$ cat src/rtl/brightness_offset_pipe_pkg.sv
// Shared constants and types for the brightness offset pixel stage.
// Level range and pixel limits derive from the default widths.
package brightness_offset_pipe_pkg;

  localparam int PIX_W_DEF  = 8;
  localparam int STEP_W_DEF = 3;
  localparam int SHIFT_DEF  = 4;

  localparam int PIX_MAX   = (1 << PIX_W_DEF) - 1;
  localparam int LEVEL_MAX = (1 << STEP_W_DEF) - 1;

  typedef logic signed [STEP_W_DEF:0] level_t;

endpackage

$ cat src/rtl/brightness_offset_pipe_sat_addsub.sv
// Saturating unsigned add/subtract of a magnitude to a pixel.
// Subtract uses a + ~mag + 1, so carry out means no borrow.
module sat_addsub_u8 #(
  parameter int W = 8
) (
  input  logic [W-1:0] a,
  input  logic [W-1:0] mag,
  input  logic         neg,
  output logic [W-1:0] y
);

  logic [W:0]   c;
  logic [W-1:0] b;
  logic [W-1:0] s;

  assign b    = mag ^ {W{neg}};
  assign c[0] = neg;

  for (genvar i = 0; i < W; i++) begin : g_rca
    assign s[i]   = a[i] ^ b[i] ^ c[i];
    assign c[i+1] = (a[i] & b[i]) | (c[i] & (a[i] ^ b[i]));
  end

  always_comb begin
    if (neg) y = c[W] ? s : '0;
    else     y = c[W] ? '1 : s;
  end

endmodule

$ cat src/rtl/brightness_offset_pipe.sv
// Two-stage pixel pipeline applying a signed brightness offset.
// The level only changes after the last beat of a frame.
module brightness_offset_pipe
  import brightness_offset_pipe_pkg::*;
#(
  parameter int PIX_W  = PIX_W_DEF,
  parameter int STEP_W = STEP_W_DEF,
  parameter int SHIFT  = SHIFT_DEF
) (
  input  logic              clk,
  input  logic              rst,
  input  logic              btn_up,
  input  logic              btn_down,
  input  logic              s_valid,
  output logic              s_ready,
  input  logic [PIX_W-1:0]  s_data,
  input  logic              s_last,
  output logic              m_valid,
  input  logic              m_ready,
  output logic [PIX_W-1:0]  m_data,
  output logic              m_last,
  output logic [STEP_W:0]   level
);

  localparam int LMAX = (1 << STEP_W) - 1;
  localparam logic signed [STEP_W:0] LV_MAX = (STEP_W+1)'(LMAX);
  localparam logic signed [STEP_W:0] LV_MIN = -LV_MAX;
  localparam logic signed [STEP_W:0] ONE    = (STEP_W+1)'(1);

  logic signed [STEP_W:0] pending;
  logic signed [STEP_W:0] pending_nxt;
  logic signed [STEP_W:0] applied;
  logic [STEP_W:0]        abs_lvl;
  logic [PIX_W-1:0]       mag;
  logic                   en;
  logic                   acc_last;

  logic                   s1_v;
  logic [PIX_W-1:0]       s1_pix;
  logic                   s1_last;
  logic                   s1_neg;
  logic [PIX_W-1:0]       s1_mag;
  logic [PIX_W-1:0]       y;

  assign en       = !m_valid | m_ready;
  assign s_ready  = en;
  assign acc_last = s_valid & en & s_last;
  assign level    = applied;
  assign abs_lvl  = applied[STEP_W] ? -applied : applied;
  assign mag      = PIX_W'(abs_lvl) << SHIFT;

  always_comb begin
    pending_nxt = pending;
    if (btn_up && !btn_down && pending != LV_MAX)
      pending_nxt = pending + ONE;
    else if (btn_down && !btn_up && pending != LV_MIN)
      pending_nxt = pending - ONE;
  end

  // a press coinciding with the frame-end beat lands in the new level
  always_ff @(posedge clk or posedge rst) begin
    if (rst) begin
      pending <= '0;
      applied <= '0;
    end else begin
      pending <= pending_nxt;
      if (acc_last) applied <= pending_nxt;
    end
  end

  always_ff @(posedge clk or posedge rst) begin
    if (rst) begin
      s1_v    <= 1'b0;
      s1_pix  <= '0;
      s1_last <= 1'b0;
      s1_neg  <= 1'b0;
      s1_mag  <= '0;
    end else if (en) begin
      s1_v <= s_valid;
      if (s_valid) begin
        s1_pix  <= s_data;
        s1_last <= s_last;
        s1_neg  <= applied[STEP_W];
        s1_mag  <= mag;
      end
    end
  end

  sat_addsub_u8 #(.W(PIX_W)) u_sat (
    .a   (s1_pix),
    .mag (s1_mag),
    .neg (s1_neg),
    .y   (y)
  );

  always_ff @(posedge clk or posedge rst) begin
    if (rst) begin
      m_valid <= 1'b0;
      m_data  <= '0;
      m_last  <= 1'b0;
    end else if (en) begin
      m_valid <= s1_v;
      if (s1_v) begin
        m_data <= y;
        m_last <= s1_last;
      end
    end
  end

endmodule

$ cat config.mk
export PLATFORM = sky130hd
export DESIGN_NAME = brightness_offset_pipe
export DESIGN_NICKNAME = d
export VERILOG_FILES = /design/src/rtl/brightness_offset_pipe_pkg.sv /design/src/rtl/brightness_offset_pipe_sat_addsub.sv /design/src/rtl/brightness_offset_pipe.sv
export SDC_FILE = /design/constraint.sdc
export NUM_CORES = 1
export LEC_CHECK = 0
export ABC_AREA = 1
export ABC_CLOCK_PERIOD_IN_PS = 4200
export BUFFER_PORTS_ARGS = -buffer_cell sky130_fd_sc_hd__buf_2
export CAP_MARGIN = 20
export CORE_MARGIN = 5
export CORE_UTILIZATION = 56
export CTS_BUF_LIST = sky130_fd_sc_hd__clkbuf_16
export DETAILED_ROUTE_END_ITERATION = 10
export PLACE_DENSITY_LB_ADDON = 0.25
export SETUP_SLACK_MARGIN = 0.02
export SLEW_MARGIN = 20
export SYNTH_ARGS = -nofsm -noshare
export SYNTH_HDL_FRONTEND = slang
export SYNTH_HIERARCHICAL = 1
export SYNTH_SLANG_ARGS = --single-unit
$ cat constraint.sdc
create_clock -name clk -period 4.2 [get_ports clk]
set_input_delay 0.63 -clock clk [delete_from_list [all_inputs] [get_ports clk]]
set_output_delay 0.63 -clock clk [all_outputs]
set_load 0.01 [all_outputs]
==> run metrics <==
switch share=0.385; gpl congestion=0.762; Total Routing Usage GR=0.174; routed wire length=3190 µm; layout cell share with drive strength beyond 1=0.247; # diodes=0; Worst Clk Skew=0.00318 ns; Max Freq=0.265 GHz; logic depth of the worst setup path including buffers=15; arrival time of the worst setup path=between 3 and 4 ns; final setup vio count=0; CTS buffer count=5; total negative setup slack=0 ns; worst-path fanout max=7; row cnt=21; worst skew pair latency=roughly 0.27 ns; top cell family by delay on the critical path=adder cells; most frequent CP cell=fa_1; top cells by count, synth=nand2_1 (74), dfrtp_1 (33), inv_1 (24); Clock power frac=0.205; CP startpoint kind=flop; vias in the first global route=1348; CTS tree=yes; post-synth top area cell=dfrtp_1; gr ovfl total=0; top_reg_cell synth=dfrtp_1; logic gate share of total power=0.462; final hold violation count=0; synthesized flop and latch total=33; yosys warns=6; drt wl/cell=10.9 µm; total power=approximately 1.6 mW; Synth area leaders=dfrtp_1 (44%), nand2_1 (15%), fa_1 (7.5%); Fillers=approximately 290; register area share after synthesis=0.443; antenna viol nets, final=0; P_sw=approximately 0.61 mW; worst hold path class=input port to asynchronous set/reset pin; worst vdd ir=approximately 0.00035 V; router iterations before antenna repair=4; Reg-to-Reg Start=s1_neg; largest net degree at the start of global routing=34; Crit Path Class=flop to flop; DP Wirelength=2530 µm; IO Port Bufs=29; initial antenna violation count=0; drt first-iter violations=just under 70; die area=4590 µm²; Internal Power=between 0.9 and 1 mW; Worst Setup EP=m_data[7]; Crit. End Element=flop; CP max stage cell=fa_1; Clk Tree Root Cell=clkbuf_16; IO Count=30; CTS max path bufs=2; crit path buf inv count=3; Resized Gates After CTS=0; Core ar.=3280 µm²; synthesized cell area=1870 µm²; DRC violations left=0; Synth Instances=208; Post-synth EDFFs=0; crit-path max cell delay=0.47 ns; status=finished, final reports clean; final hold slack=between 0.4 and 0.5 ns; pwr dens=between 700 and 800 nW/µm²; H-tree levels=2; postcts setup bufs=0; unique cell type count in the Yosys netlist=30; syn avg cell area=approximately 9 µm²; Die W=67.7 µm; sequential share of power=0.333; Clock Sinks=33; ordered list of cells on the worst path=xor2_1, fa_1, fa_1, fa_1, fa_1, inv_1, fa_1, fa_1, inv_1, fa_1, nor2_8, inv_2, nand2_1, nand2_1, mux2_2; WP data required=4.35 ns; Tcrit/Tclk final=0.897; post-synth top area share=0.443; vias=1351; clk slew on worst S/H paths=about 0.05 ns; global-route wire length before repair=5800 µm; reg-to-reg critical path endpoint=m_data[7]; nets@finish=approximately 270; vias per cell=4.61; MaxCap Viol Count=0; area grow syn2layout=18.2%; cell with the most instances after synthesis=nand2_1; Setup crit start=s1_neg; FFs w/ async S/R, synth=1.00; Initial Util=0.568; Final Max Tran Viols=0; r2r worst-path depth=15; height of the die=67.7 µm; Final Critical Period=approximately 3.8 ns; FF-to-FF setup slack=roughly 0.43 ns; hold_buf cts=0; RSZ-0062 raised after global routing=no; Pleak=1.21 nW
metrics by stage:
| step | util | cell area [µm²] | std cells | setup slack (ns) |
|---|---|---|---|---|
| after floorplan | - | 1880 | 213 | 0.439 |
| after global placement | 0.631 | 2070 | 286 | 0.499 |
| after detailed placement | 0.631 | 2070 | 286 | 0.427 |
| after CTS | 0.672 | 2210 | 293 | 0.420 |
| after global routing | 0.672 | 2210 | 293 | 0.271 |
| final | 0.672 | 2210 | 293 | 0.432 |
cell type report:
cell class / count / area [µm²] / area share
sequential: 33 / 826 / 0.374
tap: 46 / 57.6 / 0.0261
clock buffer: 5 / 125 / 0.0567
timing repair buffer: 31 / 160 / 0.0726
multi-input combinational: 146 / 915 / 0.415
inverter: 30 / 115 / 0.0522
clock inverter: 2 / 7.51 / 0.00340
per-layer routing:
metal | wire length [µm] | GRT usage | share of wire
met1 | 1450 | 0.217 | 0.45
met2 | 1510 | 0.272 | 0.47
met3 | 170 | 0.0582 | 0.053
met4 | 60 | 0.0759 | 0.019
met5 | 0 | 0 | 0
cells in the final DEF (no fill, tap or decap), types with 5 or more instances in the layout:
cell and count:
conb_1 6, clkbuf_16 5, inv_2 5, fa_1 7, inv_1 25, xor2_1 7
o21ai_0 5, nand3_1 7, mux2_2 8, buf_2 29, dfrtp_1 33, nand2_1 74
registers in the layout (all words and copies together), names as in the netlist:
name,cells
s1_mag,4
s1_neg,1
s1_pix,8
m_last,1
level,4
m_data,8
s1_v,1
m_valid,1
s1_last,1
pending,4
tightest hold or removal path, stage by stage:
cell and delay [ns]:
buf_2 0.09, inv_1 0.04, buf_4 0.36
power groups by stage:
stage	combinational, mW	clock [mW]	sequential (mW)
after floorplan	0.550	0	0.548
after global placement	0.729	0	0.532
after detailed placement	0.747	0	0.536
after CTS	0.751	0.333	0.532
after global routing	0.852	0.352	0.548
final	0.736	0.325	0.530
worst min path at each step:
stage	cells after the start	from	to	slack, ns
detailed placement	2	s1_pix[6]	s1_pix[6]	0.47
global placement	2	s1_pix[6]	s1_pix[6]	0.46
finish	3	rst	m_valid	0.43
global route	3	rst	m_valid	0.48
floorplan	2	s1_pix[5]	s1_pix[5]	0.45
CTS	3	rst	m_last	0.44
kinds of logic (layout without fill, tap and decap cells):
family / after synthesis / count (layout) / share of synthesized area
AND/OR/NAND/NOR: 97 / 97 / 0.237
flip-flops: 33 / 33 / 0.443
AO/OA/AOI/OAI: 14 / 14 / 0.0402
XOR/XNOR: 10 / 10 / 0.0510
other: 1 / 6 / 0.00201
adder cells (fa/ha/maj): 11 / 11 / 0.102
buffers and inverters: 34 / 68 / 0.0771
multiplexers: 8 / 8 / 0.0483
Power figures use the tool's default switching activity.
